## config.mk

```make
export PLATFORM = sky130hd
export DESIGN_NAME = ram_arbiter
export DESIGN_NICKNAME = d
export VERILOG_FILES = /design/src/rtl/ram_arbiter.sv
export SDC_FILE = /design/constraint.sdc
export NUM_CORES = 1
export LEC_CHECK = 0
export BUFFER_PORTS_ARGS = -buffer_cell sky130_fd_sc_hd__buf_2
export CAP_MARGIN = 20
export CORE_MARGIN = 2
export CORE_UTILIZATION = 34
export DETAILED_ROUTE_END_ITERATION = 10
export HOLD_SLACK_MARGIN = 0.02
export PLACE_DENSITY = 0.7
export SLEW_MARGIN = 20
export SYNTH_ARGS = -nofsm -noshare
export SYNTH_HDL_FRONTEND = slang
export SYNTH_SLANG_ARGS = --single-unit
```

## constraint.sdc

```tcl
create_clock -name clk -period 2.84 [get_ports clk]
set_input_delay 0.568 -clock clk [delete_from_list [all_inputs] [get_ports clk]]
set_output_delay 0.568 -clock clk [all_outputs]
set_load 0.02 [all_outputs]
```

## src/rtl/ram_arbiter.sv

```systemverilog
// ram_arbiter: two-requester arbiter in front of a single-port RAM with
// combinational read data.
//
// Grants are combinational (zero-cycle latency) and at most one requester is
// granted per cycle. The granted requester drives the RAM address, write data
// and write enable. A granted read captures ram_dout into rdataN at the clock
// edge and pulses rvalidN for the following cycle. rdataN holds between reads.
//
// Tie-breaking:
//   default                   : round-robin, PRI0/PRI1 state names the tie winner
//   RAM_ARB_FIXED_PRIO_EN set : requester 0 always wins ties, no priority state
//
// Ports:
//   clk, reset                    clock, asynchronous active-high reset
//   reqN, weN, adrN, dinN         requester N request, write flag, address, data
//   gntN                          requester N is served this cycle
//   rvalidN, rdataN               requester N registered read result (1-cycle pulse)
//   ram_we, ram_adr, ram_din      RAM write enable, address, write data
//   ram_dout                      RAM combinational read data
module ram_arbiter #(
  parameter int ADDR_WIDTH = 6,
  parameter int DATA_WIDTH = 32
) (
  input  logic                  clk,
  input  logic                  reset,
  input  logic                  req0,
  input  logic                  we0,
  input  logic [ADDR_WIDTH-1:0] adr0,
  input  logic [DATA_WIDTH-1:0] din0,
  output logic                  gnt0,
  output logic                  rvalid0,
  output logic [DATA_WIDTH-1:0] rdata0,
  input  logic                  req1,
  input  logic                  we1,
  input  logic [ADDR_WIDTH-1:0] adr1,
  input  logic [DATA_WIDTH-1:0] din1,
  output logic                  gnt1,
  output logic                  rvalid1,
  output logic [DATA_WIDTH-1:0] rdata1,
  output logic                  ram_we,
  output logic [ADDR_WIDTH-1:0] ram_adr,
  output logic [DATA_WIDTH-1:0] ram_din,
  input  logic [DATA_WIDTH-1:0] ram_dout
);

`ifndef RAM_ARB_FIXED_PRIO_EN
  typedef enum logic {PRI0 = 1'b0, PRI1 = 1'b1} pri_t;
  pri_t state;
`endif

  // Grants are gated by reset so nothing reaches the RAM while it is held.
  always_comb begin
    gnt0 = 1'b0;
    gnt1 = 1'b0;
    if (!reset) begin
`ifdef RAM_ARB_FIXED_PRIO_EN
      gnt0 = req0;
      gnt1 = req1 & ~req0;
`else
      gnt0 = req0 & (~req1 | (state == PRI0));
      gnt1 = req1 & (~req0 | (state == PRI1));
`endif
    end
  end

  always_comb begin
    ram_we  = 1'b0;
    ram_adr = '0;
    ram_din = '0;
    if (gnt0) begin
      ram_we  = we0;
      ram_adr = adr0;
      ram_din = din0;
    end else if (gnt1) begin
      ram_we  = we1;
      ram_adr = adr1;
      ram_din = din1;
    end
  end

  always_ff @(posedge clk or posedge reset) begin
    if (reset) begin
`ifndef RAM_ARB_FIXED_PRIO_EN
      state   <= PRI0;
`endif
      rvalid0 <= 1'b0;
      rvalid1 <= 1'b0;
      rdata0  <= '0;
      rdata1  <= '0;
    end else begin
`ifndef RAM_ARB_FIXED_PRIO_EN
      // The requester just served loses the next tie; idle cycles hold.
      if (gnt0)
        state <= PRI1;
      else if (gnt1)
        state <= PRI0;
`endif
      rvalid0 <= gnt0 & ~we0;
      rvalid1 <= gnt1 & ~we1;
      if (gnt0 & ~we0)
        rdata0 <= ram_dout;
      if (gnt1 & ~we1)
        rdata1 <= ram_dout;
    end
  end

endmodule
```

==> results of run 1 <==
## registers in the layout, summed over array words and instances, names as in the netlist
| signal | cells |
|---|---|
| rdata0 | 32 |
| state | 1 |
| rvalid1 | 1 |
| rdata1 | 32 |
| rvalid0 | 1 |
## per-layer routing
layer	part of all wire (%)	routed length, um	GRT usage (%)	vias up
met4	3.2	297	8.884	0
met3	9.3	853	5.708	20
li1	-	-	-	1185
met5	0	0	0	-
met1	34	3137	20.54	1256
met2	53	4890	36.32	157
## worst paths after layout
path / from / end / slack, ns / cells past startpoint
min reg2reg: rdata0[20] / rdata0[20] / 0.48 / 1
max in group asynchronous: reset / rdata0[28] / 2.10 / 3
min: reset / state / 0.32 / 3
max reg2reg: state / rdata0[17] / 1.12 / 4
min in group clk: ram_dout[23] / rdata0[23] / 0.47 / 2
max: reset / ram_din[29] / 0.42 / 6
## final cells by class
cell class,count,share of cell area [%]
Timing Repair Buffer,227,26.85
Sequential cell,67,39.02
Inverter,3,0.2621
Clock inverter,7,1.223
Tap cell,105,3.058
Multi-Input combinational cell,113,26.70
Clock buffer,9,2.883
## cell usage in the layout (no fill, tap or decap)
cell,count
nand2b_1,2
clkinvlp_4,1
nor2b_1,1
buf_2,220
and2b_1,1
o32ai_1,1
inv_6,1
dfrtp_1,67
a22o_1,38
clkbuf_8,9
nor3_4,2
buf_4,7
clkinv_4,3
nor2_2,2
mux2_1,16
clkinv_2,2
a22oi_1,1
and2_1,1
inv_1,2
mux2_2,48
inv_2,1
## power by group through the flow
stage / logic, W / registers [W] / clock network (W)
detailed placement: 0.00111 / 0.00131 / 0
CTS: 0.00111 / 0.00130 / 0.000710
global placement: 0.00109 / 0.00130 / 0
finish: 0.00110 / 0.00130 / 0.000690
floorplan: 0.000368 / 0.00160 / 0
global route: 0.00117 / 0.00133 / 0.000755
## metrics by stage
stage                     power (W)  cell area, um^2  hold WS, ns  std cells
after floorplan            0.001972             2935       0.5058        197
after global placement     0.002392             4120       0.4621        515
after detailed placement   0.002426             4120       0.4692        515
after CTS                  0.003124             4297       0.3255        531
after global routing       0.003257             4297       0.3517        531
final                      0.003086             4297       0.3173        531
## worst register-to-register path, cell delays in order (launching register included)
cell and delay (ns):
dfrtp_1 0.38, and2_1 0.20, nor3_4 0.18, buf_4 0.42, mux2_2 0.42
## cells by family after synthesis
family                 Yosys count
and+or+nand+nor                  9
muxes                           64
AOI/OAI and AO/OA               40
DFF                             67
buffers and inverters           17
==> flow_summary.ini, run 1 <==
[worst_setup_path]
critPathKind = input pin to output pin
cp_max_fo = 39
cpMostUsedCell = buf_2
crit_path_end_kind = output pin
start_kind = input pin
arrival_ns = 1.85
cp_top_family = buffers and inverters
path_buf_inv = 3
path_cells = buf_2 -> nand2b_1 -> nor2_2 -> buf_4 -> a22o_1 -> buf_2
critPathSlowestCell = buf_4
cp_slowest_stage_delay_ns = 0.36
required_ns = 2.27

[yosys]
synth_compound_area_share_pct = 11.89
synth_cell_type_count = 18
synthArstFlopShare_pct = 100.0
synth_top_area_share_pct = 57.12
synth_edf_count = 0
synthTopCellsByArea = dfrtp_1, mux2_2, a22o_1
synth_area_per_cell_um2 = 14.90
synth.cell_area_um2 = 2935
ys_seq_elements = 67
synth_nets = 311
synth_top_cell_by_area = dfrtp_1
yosysWarnings = 0
yosys-top-cells-count = dfrtp_1, mux2_2, a22o_1, mux2_1, buf_6
syn-instance-count = 197
synth_fa_ha_area_share_pct = 0
yosysSeqAreaShare_pct = 57.12
synth-xor-area-share_pct = 0
yosysMostFrequentCell = dfrtp_1
dominantRegCellSynth = dfrtp_1
synth_top_family_by_area = multiplexers
synth-simple-area-share_pct = 2.472
synth_mux_area_share_pct = 24.55

[sta]
layout_setup_ws_ns = 0.4194
timing.final.crit_share_pct = 85.23
fin_skew_ns = 0.005991
max_slew_margin_pct = 66.35
setup_tns_ns = 0
tightest_slew_ns = 0.5047
fin_crit_ns = 2.421
final_hold_viol_count = 0
finalSetupViolCount = 0
rsz0062_at_grt = false
max_freq_mhz = 413.1
slew_viol_final = 0

[pwr]
netSwitchingFraction_pct = 36.61
p_per_area_nw_per_um2 = 718.1
share_comb_of_total_power_pct = 35.6
p_leak_nw = 2.277
p_sw_w = 0.001130
internal_power_w = 0.001956
seq_power_share_pct = 42.0
clock_power_share_pct = 22.4
ir_drop_uv = 605.6

[cells_and_area]
final_util_pct = 51.77
num-nets-final = 535
seqCellArea_um2 = 1677
fillers = 770
antenna-diode-count = 0
drive_gt1_share_pct = 69.48
multiInputGateArea_um2 = 1147
syn_to_final_growth_pct = 46.38

[clock_network]
htree_levels = 3
cts_resized = 0
insertion_delay_ns = 0.32
cts_tree = built
clockRootBuffer = clkbuf_8
clock_path_buffers = 2
numCtsBuffers = 9
cts_setup_buffers = 0
path_clk_slew_ns = 0.07
cts_sinks = 67
hold_buffers = 0

[route]
routed_via_density = 4.930
dr.pass1.iters = 4
postRouteAntennaNets = 0
wl_per_cell_um = 17.29
initialDrtViolationCount = 52
drt_wl_total_um = 9179
drc = 0
vias = 2618

[die]
coreArea_um2 = 8299
die_area_um2 = 9393
placementRows = 33
die_h_um = 96.92
ios = 221
start_util_pct = 35.37
die_x_um = 96.92

[place]
place.gp.congestion = 0.9412
dpl.hpwl_um = 7174
io_buffers = 220
dp_slack_ns = 0.4105

[grt]
grtUsageTotal_pct = 19.70
grt_pass1_wl_um = 14790
grt_max_degree = 41
gr-total-overflow = 0
grt_pass1_vias = 2824
antenna_found_initial = 0

[job]
cap_violations = 0

[outcome]
status = finished, final reports clean

[worst_hold_path]
min_path_type = input pin to asynchronous set/reset pin
Power figures use the tool's default switching activity.
==> run 2: changes to the inputs <==
Settings changed: ABC_AREA set to 1, CORE_UTILIZATION 34 to 30, PLACE_DENSITY 0.7 to not set.
==> run 2 against run 1 <==
Net effect:
- sequential power is 5% lower
- clock-buffer cell count is 2 higher
- global-route usage is 0.21 points lower
- via count is 39% higher
- fmax is 0.44% lower
- register-to-register slack better by 0.19 ns
- critical endpoint is now ram_din[24]
- largest cell class unchanged
- largest power group unchanged
==> flow_summary.ini, run 2 <==
[outcome]
status = finished, final reports clean

[die]
die_x_um = 108.0
die_h_um = 108.0
placementRows = 37
start_util_pct = 31.14
coreArea_um2 = 10420
ios = 221
die_area_um2 = 11660

[route]
postRouteAntennaNets = 0
vias = 3644
drc = 0
wl_per_cell_um = 15.08
initialDrtViolationCount = 214
drt_wl_total_um = 11720
routed_via_density = 4.690
dr.pass1.iters = 4

[place]
dp.cells = 761
place.gp.congestion = 0.7928
io_buffers = 220
place_area_um2 = 4452
dpl.hpwl_um = 8177

[worst_setup_path]
rr_endpoint = rdata1[5]
required_ns = 2.27
crit_path_start = reset
path_buf_inv = 3
cp_top_family = buffers and inverters
critPathSlowestCell = inv_2
arrival_ns = 1.86
crit_path_end_kind = output pin
cp.depth = 7
cp_max_fo = 39
rr_startpoint = state
cp_slowest_stage_delay_ns = 0.48
start_kind = input pin
cpMostUsedCell = nand2_1
cp-endpoint = ram_din[24]
critPathKind = input pin to output pin
path_cells = buf_2 -> nor2_4 -> nand2_1 -> inv_2 -> nand2_1 -> nand2_1 -> buf_2
rrSetupSlack_ns = 1.31
r2r_cells = 7

[sta]
tightest_slew_ns = 0.6444
max_slew_margin_pct = 56.98
fin_crit_ns = 2.431
rsz0062_at_grt = false
max_freq_mhz = 411.3
finalSetupViolCount = 0
setup_tns_ns = 0
final_hold_viol_count = 0
slew_viol_final = 0
fin_skew_ns = 0.008073
timing.final.crit_share_pct = 85.61

[cells_and_area]
final_common_cell = nand2_1
drive_gt1_share_pct = 39.00
syn_to_final_growth_pct = 43.71
final_cell_mix = nand2_1, buf_2, dfrtp_1
reg_top3 = rdata0 x32, rdata1 x32
stdcell_area_um2 = 4661
fin_cells = 777
num-nets-final = 750
antenna-diode-count = 0
fillers = 1061

[grt]
antenna_found_initial = 0
grtUsageTotal_pct = 19.49
grt_pass1_wl_um = 17600
grt_pass1_vias = 3541
gr-total-overflow = 0
grt_max_degree = 68

[clock_network]
insertion_delay_ns = 0.34
cts_sinks = 67
clock_path_buffers = 2
numCtsBuffers = 9
path_clk_slew_ns = 0.08
clockRootBuffer = clkbuf_8
cts_tree = built
htree_levels = 3
cts_resized = 0
cts_setup_buffers = 0
hold_buffers = 0

[pwr]
internal_power_w = 0.001943
ir_drop_uv = 355.1
p_leak_nw = 2.870
share_comb_of_total_power_pct = 31.4
p_sw_w = 0.001113
clock_power_share_pct = 28.1
p_per_area_nw_per_um2 = 655.5
total_power_w = 0.003055
seq_power_share_pct = 40.5
netSwitchingFraction_pct = 36.41

[job]
cap_violations = 0

[yosys]
syn-instance-count = 426
synth_cell_type_count = 14
yosysMostFrequentCell = nand2_1
yosysWarnings = 0
ys_seq_elements = 67
yosys-top-cells-count = nand2_1, dfrtp_1, nand4_1, clkbuf_1, buf_2
dominantRegCellSynth = dfrtp_1
synth_area_per_cell_um2 = 7.613
synth.cell_area_um2 = 3243
yosysSeqAreaShare_pct = 51.70
synthArstFlopShare_pct = 100.0
synth_edf_count = 0
synth_top_cell_by_area = dfrtp_1
synthTopCellsByArea = dfrtp_1, nand2_1, nand4_1
synth_top_area_share_pct = 51.70
synth_nets = 540

[worst_hold_path]
min_path_type = input pin to asynchronous set/reset pin
[run 2: final cells by class]
type	instances	area [um^2]	share of cell area, %
tap	136	170.2	3.651
multi-input combinational	317	1371	29.42
timing repair buffer	231	1196	25.66
sequential	67	1677	35.97
inverter	10	37.54	0.8054
clock buffer	11	131.4	2.819
clock inverter	5	77.57	1.664
[run 2: metrics by stage]
step,hold WS [ns],utilization (%),setup slack (ns)
final,0.3614,44.74,0.4086
after global routing,0.3833,44.74,0.2580
after CTS,0.3529,44.74,0.3598
after detailed placement,0.4528,42.74,0.3758
after global placement,0.4500,42.74,0.4261
after floorplan,0.5299,-,0.5888
[run 2: worst min path at each step]
stage               start          to  slack (ns)  cells after the start
2_1_floorplan       state       state        0.53                      2
5_1_grt             reset  rdata1[18]        0.38                      3
6_report            reset  rdata1[18]        0.36                      3
4_1_cts             reset  rdata1[18]        0.35                      3
3_5_place_dp    rdata0[9]   rdata0[9]        0.45                      2
3_3_place_gp   rdata0[25]  rdata0[25]        0.45                      2
[run 2: power by group through the flow]
| stage | clock network, W | logic [W] | registers (W) |
|---|---|---|---|
| finish | 0.000860 | 0.000958 | 0.00124 |
| global route | 0.000931 | 0.00105 | 0.00126 |
| CTS | 0.000888 | 0.000971 | 0.00124 |
| detailed placement | 0 | 0.000970 | 0.00125 |
| global placement | 0 | 0.000958 | 0.00125 |
| floorplan | 0 | 0.000330 | 0.00148 |
[run 2: worst register-to-register path: stages, from the launching register on]
cell and delay [ns]:
dfrtp_1 0.35, inv_1 0.05, nand2_1 0.07, buf_4 0.37, nand3_1 0.16, buf_4 0.26
nand2_1 0.10, nand2_1 0.05
[run 2: cell families (layout without fill, tap and decap cells)]
| family | after synthesis | count (layout) | synth area share, % |
|---|---|---|---|
| buffers and inverters | 42 | 257 | 6.019 |
| AND/OR/NAND/NOR | 315 | 315 | 41.98 |
| flip-flops | 67 | 67 | 51.70 |
| AO/OA/AOI/OAI | 2 | 2 | 0.3087 |
[run 2: metal layers]
metal / GRT usage (%) / routed length [um] / up-vias
met1: 23.16 / 4775 / 1672
met2: 34.82 / 5882 / 156
met3: 4.641 / 859 / 16
met5: 0 / 0 / -
li1: - / - / 1800
met4: 5.952 / 201 / 0
==> run 3: changes to the inputs <==
Settings changed: CORE_MARGIN 2 to not set.
==> run 3 against run 2 <==
Net effect:
- critical path depth is the same
- utilization is essentially flat
- cell count grew 0.13%
- sequential power is essentially flat
- clock-buffer cell count shrank 1
- worst hold slack gained 0.0079 ns
- global-route usage grew 0.75 points
- worst setup slack lost 0.0064 ns
- power shrank 0.97%
- register-to-register slack is essentially flat
- flip-flop and latch count is the same
- wire length shrank 3.1%
- critical path type is now flop to output pin
==> flow_summary.ini, run 3 (synthesized netlist as in run 2, its figures left out) <==
[outcome]
status = finished, final reports clean

[sta]
timing.final.crit_share_pct = 85.84
slew_viol_final = 0
tightest_slew_ns = 0.6111
finalSetupViolCount = 0
max_freq_mhz = 410.2
fin_skew_ns = 0.01515
fin_crit_ns = 2.438
max_slew_margin_pct = 59.20
layout_setup_ws_ns = 0.4022
setup_tns_ns = 0
final_hold_viol_count = 0
rsz0062_at_grt = false

[die]
ios = 221
die_area_um2 = 11230
placementRows = 37
die_h_um = 106.0
coreArea_um2 = 10420
die_x_um = 106.0
start_util_pct = 31.14

[place]
dp.cells = 762
dpl.hpwl_um = 8055
io_buffers = 220
place.gp.congestion = 0.8054
place_area_um2 = 4447
dp_slack_ns = 0.3979

[clock_network]
cts_tree = built
numCtsBuffers = 9
hold_buffers = 0
insertion_delay_ns = 0.35
htree_levels = 3
cts_resized = 0
cts_sinks = 67
clockRootBuffer = clkbuf_8
cts_setup_buffers = 0
clock_path_buffers = 2
path_clk_slew_ns = 0.09

[route]
vias = 3661
initialDrtViolationCount = 206
wl_met2_um = 5463
drt_wl_total_um = 11350
dr.pass1.iters = 4
wl_met1_um = 4887
routed_via_density = 4.706
drc = 0
wl_met3_um = 874
postRouteAntennaNets = 0
wl_per_cell_um = 14.59
highest_layer = met4

[worst_setup_path]
rr_endpoint = rdata1[3]
required_ns = 2.27
arrival_ns = 1.87
r2r_cells = 7
rr_startpoint = state
rrSetupSlack_ns = 1.30
cp_max_fo = 39
critPathKind = flop to output pin
start_kind = flop
crit_path_end_kind = output pin

[cells_and_area]
syn_to_final_growth_pct = 43.56
stdcell_area_um2 = 4656
drive_gt1_share_pct = 39.41
antenna-diode-count = 0
num-nets-final = 751
final_common_cell = nand2_1
fin_cells = 778
final_cell_mix = nand2_1, buf_2, dfrtp_1
fillers = 1101
reg_top3 = rdata0 x32, rdata1 x32

[grt]
grtUsageTotal_pct = 20.24
antenna_found_initial = 0
gr-total-overflow = 0
grt_pass1_vias = 3470
grt_pass1_wl_um = 17710
grt_max_degree = 40

[job]
cap_violations = 0

[worst_hold_path]
min_path_type = input pin to asynchronous set/reset pin

[pwr]
p_per_area_nw_per_um2 = 649.9
total_power_w = 0.003026
p_leak_nw = 2.867
ir_drop_uv = 317.7
run 3: cell count changes in the layout (fill, tap and decap cells not counted), moves of 2 or more:
| cell | previous run | this run |
|---|---|---|
| clkinv_2 | 2 | 0 |
| clkbuf_1 | 2 | 0 |
| inv_6 | 0 | 2 |
| buf_4 | 10 | 12 |
run 3: worst max path at each step:
stage	start	end	cells past startpoint	slack [ns]
after global placement	reset	ram_din[5]	7	0.46
after floorplan	reset	rdata0[0]	1	0.59
after CTS	state	ram_din[5]	7	0.37
after detailed placement	reset	ram_din[5]	7	0.40
after global routing	state	ram_din[5]	7	0.26
final	state	ram_din[5]	7	0.40
run 3: power breakdown:
group	total (W)	internal [W]	leakage, nW	switching, W
sequential	0.00124	0.00114	0.839	0.000102
combinational	0.000954	0.000312	1.93	0.000642
clock	0.000833	0.000437	0.0995	0.000396
total	0.00303	0.00189	2.87	0.00114
run 3: metrics by stage:
stage	util (%)	hold slack, ns
after global placement	42.69	0.4490
after global routing	44.70	0.3963
after floorplan	-	0.5299
final	44.70	0.3693
after detailed placement	42.69	0.4537
after CTS	44.70	0.3679
run 3: critical path, stage by stage, from the launching register on:
cell     delay (ns)
dfrtp_1        0.36
inv_1          0.06
nand2_1        0.07
nand2_1        0.09
inv_2          0.45
nand2_1        0.11
nand2_1        0.17
buf_2          0.19
run 3: per-layer routing:
layer,GRT usage (%),vias to the layer above
met4,5.754,0
met3,5.518,10
li1,-,1805
met2,33.43,153
met5,0,-
met1,25.96,1693
run 3: final cells by class:
class | count | area (um^2) | area share [%]
Sequential cell | 67 | 1677 | 36.01
Multi-Input combinational cell | 317 | 1371 | 29.45
Timing Repair Buffer | 232 | 1191 | 25.58
Tap cell | 136 | 170.2 | 3.655
Clock buffer | 10 | 137.6 | 2.956
Clock inverter | 6 | 71.32 | 1.532
Inverter | 10 | 37.54 | 0.8062
